### src/rtl/mem_responder_pkg.sv
// Shared transaction constants and types for the memory responder.
// Imported by the responder top and its gap controllers.
package mem_responder_pkg;

  localparam int DATA_WIDTH = 16;
  localparam int ADDR_WIDTH = 16;
  localparam int REQUESTERS = 1;
  localparam int GAP_W      = 4;

  typedef enum logic {
    GS_READY = 1'b0,
    GS_GAP   = 1'b1
  } gap_state_e;

  typedef struct packed {
    logic [ADDR_WIDTH-1:0] addr;
    logic [DATA_WIDTH-1:0] data;
    logic                  valid;
  } type_uut;

endpackage

### src/rtl/mem_responder_gap_ctrl.sv
// Per-channel ready throttle: after each accept, ready drops for GAP
// cycles, then returns. GAP=0 keeps ready high once out of reset.
module responder_gap_ctrl #(
  parameter int GAP = 0
) (
  input  logic clk,
  input  logic rst_n,
  input  logic i_valid,
  output logic o_ready
);
  import mem_responder_pkg::*;

  localparam logic [GAP_W-1:0] GAP_L = GAP_W'(GAP);

  gap_state_e       r_state;
  gap_state_e       w_state_nxt;
  logic [GAP_W-1:0] r_cnt;
  logic [GAP_W-1:0] w_cnt_nxt;
  logic             r_live;
  logic             w_acc;

  assign w_acc = i_valid & o_ready;

  // state and countdown registers; r_live holds ready low during reset
  always_ff @(posedge clk or negedge rst_n) begin
    if (!rst_n) begin
      r_state <= GS_READY;
      r_cnt   <= '0;
      r_live  <= 1'b0;
    end else begin
      r_state <= w_state_nxt;
      r_cnt   <= w_cnt_nxt;
      r_live  <= 1'b1;
    end
  end

  // next state: enter GAP on accept, leave when the count hits 1
  always_comb begin
    w_state_nxt = r_state;
    w_cnt_nxt   = r_cnt;
    unique case (r_state)
      GS_READY: begin
        if (w_acc && (GAP_L != '0)) begin
          w_state_nxt = GS_GAP;
          w_cnt_nxt   = GAP_L;
        end
      end
      GS_GAP: begin
        if (r_cnt <= GAP_W'(1)) begin
          w_state_nxt = GS_READY;
          w_cnt_nxt   = '0;
        end else begin
          w_cnt_nxt = r_cnt - GAP_W'(1);
        end
      end
    endcase
  end

  // ready output decode
  always_comb begin
    o_ready = r_live && (r_state == GS_READY);
  end

endmodule

### src/rtl/mem_responder.sv
// Single-port-per-direction memory responder with fixed read latency
// and independent write/read acceptance gaps.
module mem_responder #(
  parameter int DATA_WIDTH = mem_responder_pkg::DATA_WIDTH,
  parameter int ADDR_WIDTH = mem_responder_pkg::ADDR_WIDTH,
  parameter int MEM_AW     = 8,
  parameter int RD_LATENCY = 2,
  parameter int WR_GAP     = 1,
  parameter int RD_GAP     = 0
) (
  input  logic                  clk,
  input  logic                  reset_n,
  input  logic [ADDR_WIDTH-1:0] w_addr,
  input  logic [DATA_WIDTH-1:0] w_data,
  input  logic                  w_valid,
  output logic                  w_ready,
  input  logic [ADDR_WIDTH-1:0] r_addr,
  input  logic                  r_avalid,
  output logic                  r_aready,
  output logic                  r_dvalid,
  output logic [DATA_WIDTH-1:0] r_data
);
  import mem_responder_pkg::*;

  localparam int DEPTH = 1 << MEM_AW;

  logic [DATA_WIDTH-1:0] r_mem [DEPTH];
  logic [DATA_WIDTH-1:0] r_dat [RD_LATENCY];
  logic [RD_LATENCY-1:0] r_vld;
  logic                  w_wacc;
  logic                  w_racc;
  logic [MEM_AW-1:0]     w_widx;
  logic [MEM_AW-1:0]     w_ridx;
  logic                  w_unused_addr;

  assign w_wacc = w_valid & w_ready;
  assign w_racc = r_avalid & r_aready;
  assign w_widx = w_addr[MEM_AW-1:0];
  assign w_ridx = r_addr[MEM_AW-1:0];

  assign w_unused_addr = ^{w_addr[ADDR_WIDTH-1:MEM_AW],
                           r_addr[ADDR_WIDTH-1:MEM_AW]};

  responder_gap_ctrl #(
    .GAP(WR_GAP)
  ) u_wgap (
    .clk    (clk),
    .rst_n  (reset_n),
    .i_valid(w_valid),
    .o_ready(w_ready)
  );

  responder_gap_ctrl #(
    .GAP(RD_GAP)
  ) u_rgap (
    .clk    (clk),
    .rst_n  (reset_n),
    .i_valid(r_avalid),
    .o_ready(r_aready)
  );

  // memory write port; contents deliberately survive reset
  always_ff @(posedge clk) begin
    if (w_wacc) begin
      r_mem[w_widx] <= w_data;
    end
  end

  // read pipeline: stage 0 samples the pre-write word (read-first)
  always_ff @(posedge clk or negedge reset_n) begin
    if (!reset_n) begin
      r_vld <= '0;
      for (int i = 0; i < RD_LATENCY; i++) begin
        r_dat[i] <= '0;
      end
    end else begin
      r_vld[0] <= w_racc;
      r_dat[0] <= w_racc ? r_mem[w_ridx] : '0;
      for (int i = 1; i < RD_LATENCY; i++) begin
        r_vld[i] <= r_vld[i-1];
        r_dat[i] <= r_dat[i-1];
      end
    end
  end

  assign r_dvalid = r_vld[RD_LATENCY-1];
  assign r_data   = r_vld[RD_LATENCY-1] ? r_dat[RD_LATENCY-1] : '0;

endmodule

### config.mk
export PLATFORM = sky130hd
export DESIGN_NAME = mem_responder
export DESIGN_NICKNAME = d
export VERILOG_FILES = /design/src/rtl/mem_responder_pkg.sv /design/src/rtl/mem_responder_gap_ctrl.sv /design/src/rtl/mem_responder.sv
export SDC_FILE = /design/constraint.sdc
export NUM_CORES = 2
export LEC_CHECK = 0
export CAP_MARGIN = 20
export CORE_MARGIN = 2
export CORE_UTILIZATION = 44
export CTS_BUF_LIST = sky130_fd_sc_hd__clkbuf_4 sky130_fd_sc_hd__clkbuf_8 sky130_fd_sc_hd__clkbuf_16
export DETAILED_ROUTE_END_ITERATION = 12
export PLACE_DENSITY = 0.63
export SLEW_MARGIN = 25
export SYNTH_ARGS = -nofsm -noshare
export SYNTH_HDL_FRONTEND = slang
export SYNTH_SLANG_ARGS = --single-unit
### constraint.sdc
create_clock -name clk -period 5.6 [get_ports clk]
set_input_delay 0.56 -clock clk [delete_from_list [all_inputs] [get_ports clk]]
set_output_delay 0.56 -clock clk [all_outputs]
set_load 0.005 [all_outputs]
* After elaboration in Yosys (flattened, before gate mapping)
Memory sizes are Yosys's and may differ from the RTL's.
Cells that the tools add are included.
** Word-level totals
- Register bits :: 45
- Memories :: 1
- Output and inout bits :: 19
- Word-level logic and storage cells :: 32
- Memory bits (writable) :: 4096
- Bits of input ports :: 52
** Memories
- r_mem :: words 256, bits a word 16, read ports 1, clocked after Yosys merged registers in 0, wr ports 1, RTL line mem_responder.sv:27 : logic [DATA_WIDTH-1:0] r_mem [DEPTH];
** Operators by class
- $lt $le $gt $ge :: 2
- Eq/ne operators :: 1
- Reductions and logical operators :: 2
- Add/sub/neg operators :: 2
- Muxes and demuxes :: 12
- Bitwise logic cells :: 4
** Operator list (count)
- $mux 16 :: 2
- $mux 4 :: 3
- $le 4x1->1 const B :: 2
- $pmux 4 s2 :: 1
- $sub 4x1->4 const B :: 2
- $mux 1 :: 5
- $and 1x1->1 :: 2
- $logic_and 1x1->1 :: 2
- $ne 2x1->1 const B :: 1
- $not 1->1 :: 2
- $pmux 1 s2 :: 1

* Depth between registers and ports, before layout
- Depth in word-level cells :: 5
- Mapped depth :: 12
- Gate-level depth less buffers :: 7

* By module
From an unflattened synthesis, not the netlist that was laid out.
** Unflattened totals
- Cell total of the unflattened synthesis :: 7598
- Area total of the unflattened synthesis :: 160791.7 sq um
** By module, submodules not included
- mem_responder :: cells an instance 7545, area each 160221.2 sq um, instances 1
- responder_gap_ctrl (u_wgap) :: cells an instance 29, area each 295.3 sq um, instances 1
- responder_gap_ctrl (u_rgap) :: cells an instance 24, area each 275.3 sq um, instances 1

* Worst setup path after synthesis
Ideal clock, no wire load.
- Kind :: flip-flop to flip-flop
- Start point :: register u_wgap.r_state
- End point :: memory r_mem[221][0] (enable)
- Stages on the path, launching flop included :: 7
- Data arrival time :: 2.230 ns
- Path buffers :: 1
- Library setup time :: 0.388 ns
- Path slack :: 2.982 ns
- Data required time :: 5.212 ns
- Cell sequence :: dfrtp_1 nor2b_1 nand2_1 nor3b_1 nand3_1 clkbuf_1 nor2_1
** Between the ends
- Longest elaborated chain between the ends :: 5
** RTL lines
- from (decl) :: RTL line mem_responder_gap_ctrl.sv:15 : gap_state_e r_state;
- from (signal assigned) :: RTL line mem_responder_gap_ctrl.sv:31 : r_state <= w_state_nxt;
- $not 1->1
- $logic_and 1x1->1 :: RTL line mem_responder_gap_ctrl.sv:61 : o_ready = r_live && (r_state == GS_READY);
- via w_ready :: RTL line mem_responder.sv:16 : output logic w_ready,
- $and 1x1->1 :: RTL line mem_responder.sv:36 : assign w_wacc = w_valid & w_ready;
- $mux 1 :: RTL line mem_responder.sv:64 : if (w_wacc) begin
- $mux 1 (not written as such) :: RTL line mem_responder.sv:65 : r_mem[w_widx] <= w_data;
- to (decl) :: RTL line mem_responder.sv:27
The timed path passes the listed nets, and every way through them passes these cells.

* Worst setup path after layout
- Start point :: input r_addr[5]
- End point :: register r_dat[31] (netlist name)
** Between the ends
- Longest elaborated chain between the ends :: 2
** RTL lines
- from (decl) :: RTL line mem_responder.sv:17 : input logic [ADDR_WIDTH-1:0] r_addr,
- $mem_v2 256x16
- $mux 16 :: RTL line mem_responder.sv:78 : r_dat[0] <= w_racc ? r_mem[w_ridx] : '0;
- to (signal, indexed assignment) :: RTL line mem_responder.sv:81 : r_dat[i] <= r_dat[i-1];
- to (decl) :: RTL line mem_responder.sv:28 : logic [DATA_WIDTH-1:0] r_dat [RD_LATENCY];
Every way passes these cells.
A chain may end at the register's enable or synchronous reset.

==> metrics.md <==
| Metric | Value |
|---|---|
| Yosys reg bits | `4,141` |
| Critical path, cell by cell | `clkdlybuf4s50_1 > and3b_1 > nand3_1 > buf_4 > o22ai_1 > nor4_2 > buf_4 > nand4_1 > o21ai_1` |
| CP peak stage delay | `1.18 ns` |
| Pins over their slew limit | `0` |
| Cells after Synth | `7,415` |
| Hold Crit Class | `in2reg` |
| Setup_tns | `0 ns` |
| Register area share after synthesis | `0.781` |
| Post-synth top area share | `0.774` |
| Clk buf depth | `4` |
| Cell taking the most area after synthesis | `edfxtp_1` |
| Synth cell types | `59` |
| Footprint of the multi-input gates | `32,100 um2` |
| Crit-path max FO | `18` |
| Cts repair resizes | `0` |
| Critical path arrival | `4.99 ns` |
| Placer's final routability congestion estimate | `0.910` |
| Synth top area cells | `edfxtp_1 (77%), mux4_2 (11%), mux2i_1 (2.9%), nor2_1 (0.88%), o221ai_1 (0.87%)` |
| Number of remaining DRC errors | `0` |
| Worst slack, placed | `0.495 ns` |
| Grt total ovfl | `0` |
| CP bufs+invs | `3` |
| # clock sinks | `4,141` |
| Clk Latency, worst-skew pair | `0.98 ns` |
| GRT Total Usage | `0.234` |
| Vias per Instance | `6.18` |
| Detailed Routing Iterations Pass 1 | `6` |
| Crit-path most repeated cell | `buf_4` |
| Yosys warnings | `0` |
| CP Launch Type | `input pin` |
| Die area | `366,000 um2` |
| Starting DRT DRC Count | `11,600` |
| Final period util | `0.736` |
| Routed len/inst | `33.4 um` |
| Most common flop cell mapped by yosys | `edfxtp_1` |
| Share of layout cells above drive strength 1 | `0.241` |
| Count of input and output buffers | `54` |
| Asr flop ratio synth | `0.0109` |
| Via count | `80,800` |
| Hold violation count in the final report | `0` |
| Final Critical Period | `4.12 ns` |
| Die X | `605 um` |
| Cell Count, Final, Fillers Out | `13,100` |
| Post-DP HPWL | `265 mm` |
| RSZ-0062 raised after global routing | `false` |
| Antenna-violating nets left | `0` |
| Initial Util | `0.442` |
| # IOs | `71` |
| Final Setup Violations | `0` |
| DIE HEIGHT | `605 um` |
| Setup slack after layout | `1.48 ns` |
| Worst path slowest cell | `clkdlybuf4s50_1` |
| Pwr dens | `359 nW/um2` |
| Fillers | `28,100` |
| Synth Cell Area | `159,000 um2` |
| Root buffer cell | `clkbuf_16` |
| Synth Net Count | `7,471` |
| CTS tree | `done` |
| VDD IR max | `0.275 mV` |
| Worst Skew | `0.0637 ns` |
| Setup CP Type | `in2reg` |
| Avg Cell Area, Syn | `21.4 um2` |
| Clock slew at reported path FFs | `0.06 ns` |
| Core ar. | `359,000 um2` |
| WL final | `436 mm` |
| Slew headroom | `0.207` |
| Vias in the first global route | `78,100` |
| Seq. cell area | `124,000 um2` |
| Cells after DPL | `12,300` |
| Initial antenna violation count | `41` |
| Nets@finish | `7,981` |
| P_leak | `57.1 nW` |
| CP endpoint kind | `register` |
| First-pass GRT wire length | `605 mm` |
| Least-Margin Pin Slew | `1.19 ns` |
| EDFF count, synth | `4,096` |
| Crit-path leading delay family | `simple AND/OR/NAND/NOR gates` |
| Status | `finished clean` |
| Maxcap violations | `0` |
| Maximum level of the CTS H-tree | `5` |
| Worst Path Required | `6.47 ns` |
| Fmax | `243 MHz` |
| CTS Buf Count | `408` |
| Number of core rows | `220` |
| Pin count of the biggest net entering global routing | `185` |
| Area Overhead vs Synth | `13.7%` |
==> stage by stage <==
| stage | util | total power [mW] | cell area, um2 | hold slack [ns] |
|---|---|---|---|---|
| 2_1_floorplan | - | 36.3 | 159000 | 0.264 |
| 4_1_cts | 0.502 | 65.0 | 180000 | 0.0105 |
| 3_5_place_dp | 0.464 | 37.8 | 167000 | 0.335 |
| 6_report | 0.503 | 64.8 | 181000 | 0.0125 |
| 3_3_place_gp | 0.464 | 37.7 | 167000 | 0.335 |
| 5_1_grt | 0.503 | 66.3 | 181000 | 0.00911 |
==> routing by layer <==
layer | up-vias | track usage | wire, um
met1 | 43200 | 0.326 | 170000
met2 | 4499 | 0.369 | 206000
met5 | - | 0 | 62
met3 | 709 | 0.0487 | 44300
met4 | 10 | 0.0830 | 16500
li1 | 32400 | - | -
==> cells in the final DEF (no fill, tap or decap), drive strengths merged, types with 15 or more instances in the layout <==
master / count
mux2i: 460
nor2: 374
o21ai: 122
mux4: 811
nand4: 34
nor4: 42
o211ai: 15
nor3: 97
nand2: 95
clkdlybuf4s50: 33
clkbuf: 515
edfxtp: 4096
nand3: 73
diode: 18
o221ai: 160
a21oi: 88
dfrtp: 45
and2: 25
o22ai: 206
clkinv: 185
buf: 483
a2111oi: 27
a211oi: 40
bufinv: 40
a22oi: 74
inv: 19
==> cell families (layout without fill, tap and decap cells) <==
kind of cell    count (synthesis)  after routing  synth area share
simple gates                  793            793            0.0227
compound gates                768            768            0.0331
buf+inv                       427           1285            0.0177
mux                          1281           1281             0.145
flops                        4141           4141             0.781
other cells                     1             19         0.0000236
fa+ha+maj                       4              4          0.000315
==> cell usage after synthesis, types with 3 or more instances <==
cell type and count:
edfxtp_1 4096, mux4_2 803, mux2i_1 460, nor2_1 374
o22ai_1 206, o221ai_1 158, clkbuf_1 146, o21ai_0 110
buf_2 104, nor3_1 97, nand2_1 95, a21oi_1 88
a22oi_1 74, buf_6 74, nand3_1 73, dfrtp_1 45
buf_4 43, nor4_1 41, a211oi_1 40, nand4_1 34
a2111oi_0 27, buf_1 25, and2_1 23, buf_8 18
o211ai_1 15, nor2b_1 14, and3_1 13, o21ai_1 12
buf_12 10, mux2_2 10, o31ai_1 9, mux4_1 8
a211o_1 7, inv_1 7, a221oi_1 5, nand2b_1 5
and3b_1 4, ha_1 4, nand3b_1 4, nor3b_1 4
or3_1 4, a31oi_1 3, o32ai_1 3
==> worst register-to-register path, cell delays in order (launching register included) <==
cell and delay, ns:
dfrtp_1 0.41, nor2b_1 0.18, nand2_1 0.35, nor3b_1 0.62, nand2_1 0.52, buf_4 0.49, nor2_1 0.82, buf_4 0.35
==> final timing paths <==
| kind | start | to | slack, ns | cells past startpoint |
|---|---|---|---|---|
| worst max-delay path | r_addr[5] | r_dat[31] | 1.48 | 9 |
| worst min-delay path | w_data[2] | r_mem[205][2] | 0.01 | 1 |
| worst max register to register | u_wgap.r_state | r_mem[137][6] | 1.57 | 7 |
| worst min register to register | r_dat[18] | r_dat[2] | 0.35 | 0 |
| max in group asynchronous | reset_n | r_dat[5] | 4.80 | 3 |
| min in group asynchronous | reset_n | u_wgap.r_state | 0.26 | 3 |
==> registers in the layout, indices dropped and copies added (netlist names) <==
| signal | cells |
|---|---|
| r_mem | 4096 |
| r_dat | 32 |
| u_rgap.r_cnt | 4 |
| u_wgap.r_cnt | 4 |
| r_vld | 2 |
| u_rgap.r_live | 1 |
| u_rgap.r_state | 1 |
| u_wgap.r_state | 1 |
==> power breakdown <==
group / switching (mW) / internal [mW]
Combinational: 2.06 / 0.955
Clock: 11.6 / 16.0
Sequential: 0.0506 / 34.1
==> what timing repair did <==
item                                   CTS  global route
endpoints found under the hold margin   45            34
hold buffers                             1             2
setup buffers                            0             0
==> final cells by class <==
cell class / count / area share
sequential: 4141 / 0.687
multi-input combinational: 2847 / 0.178
clock buffer: 514 / 0.0617
tap: 4773 / 0.0331
timing repair buffer: 520 / 0.0264
clock inverter: 244 / 0.0132
antenna: 18 / 0.000249
inverter: 7 / 0.000173
No activity file was read; power rests on OpenSTA's default activity.
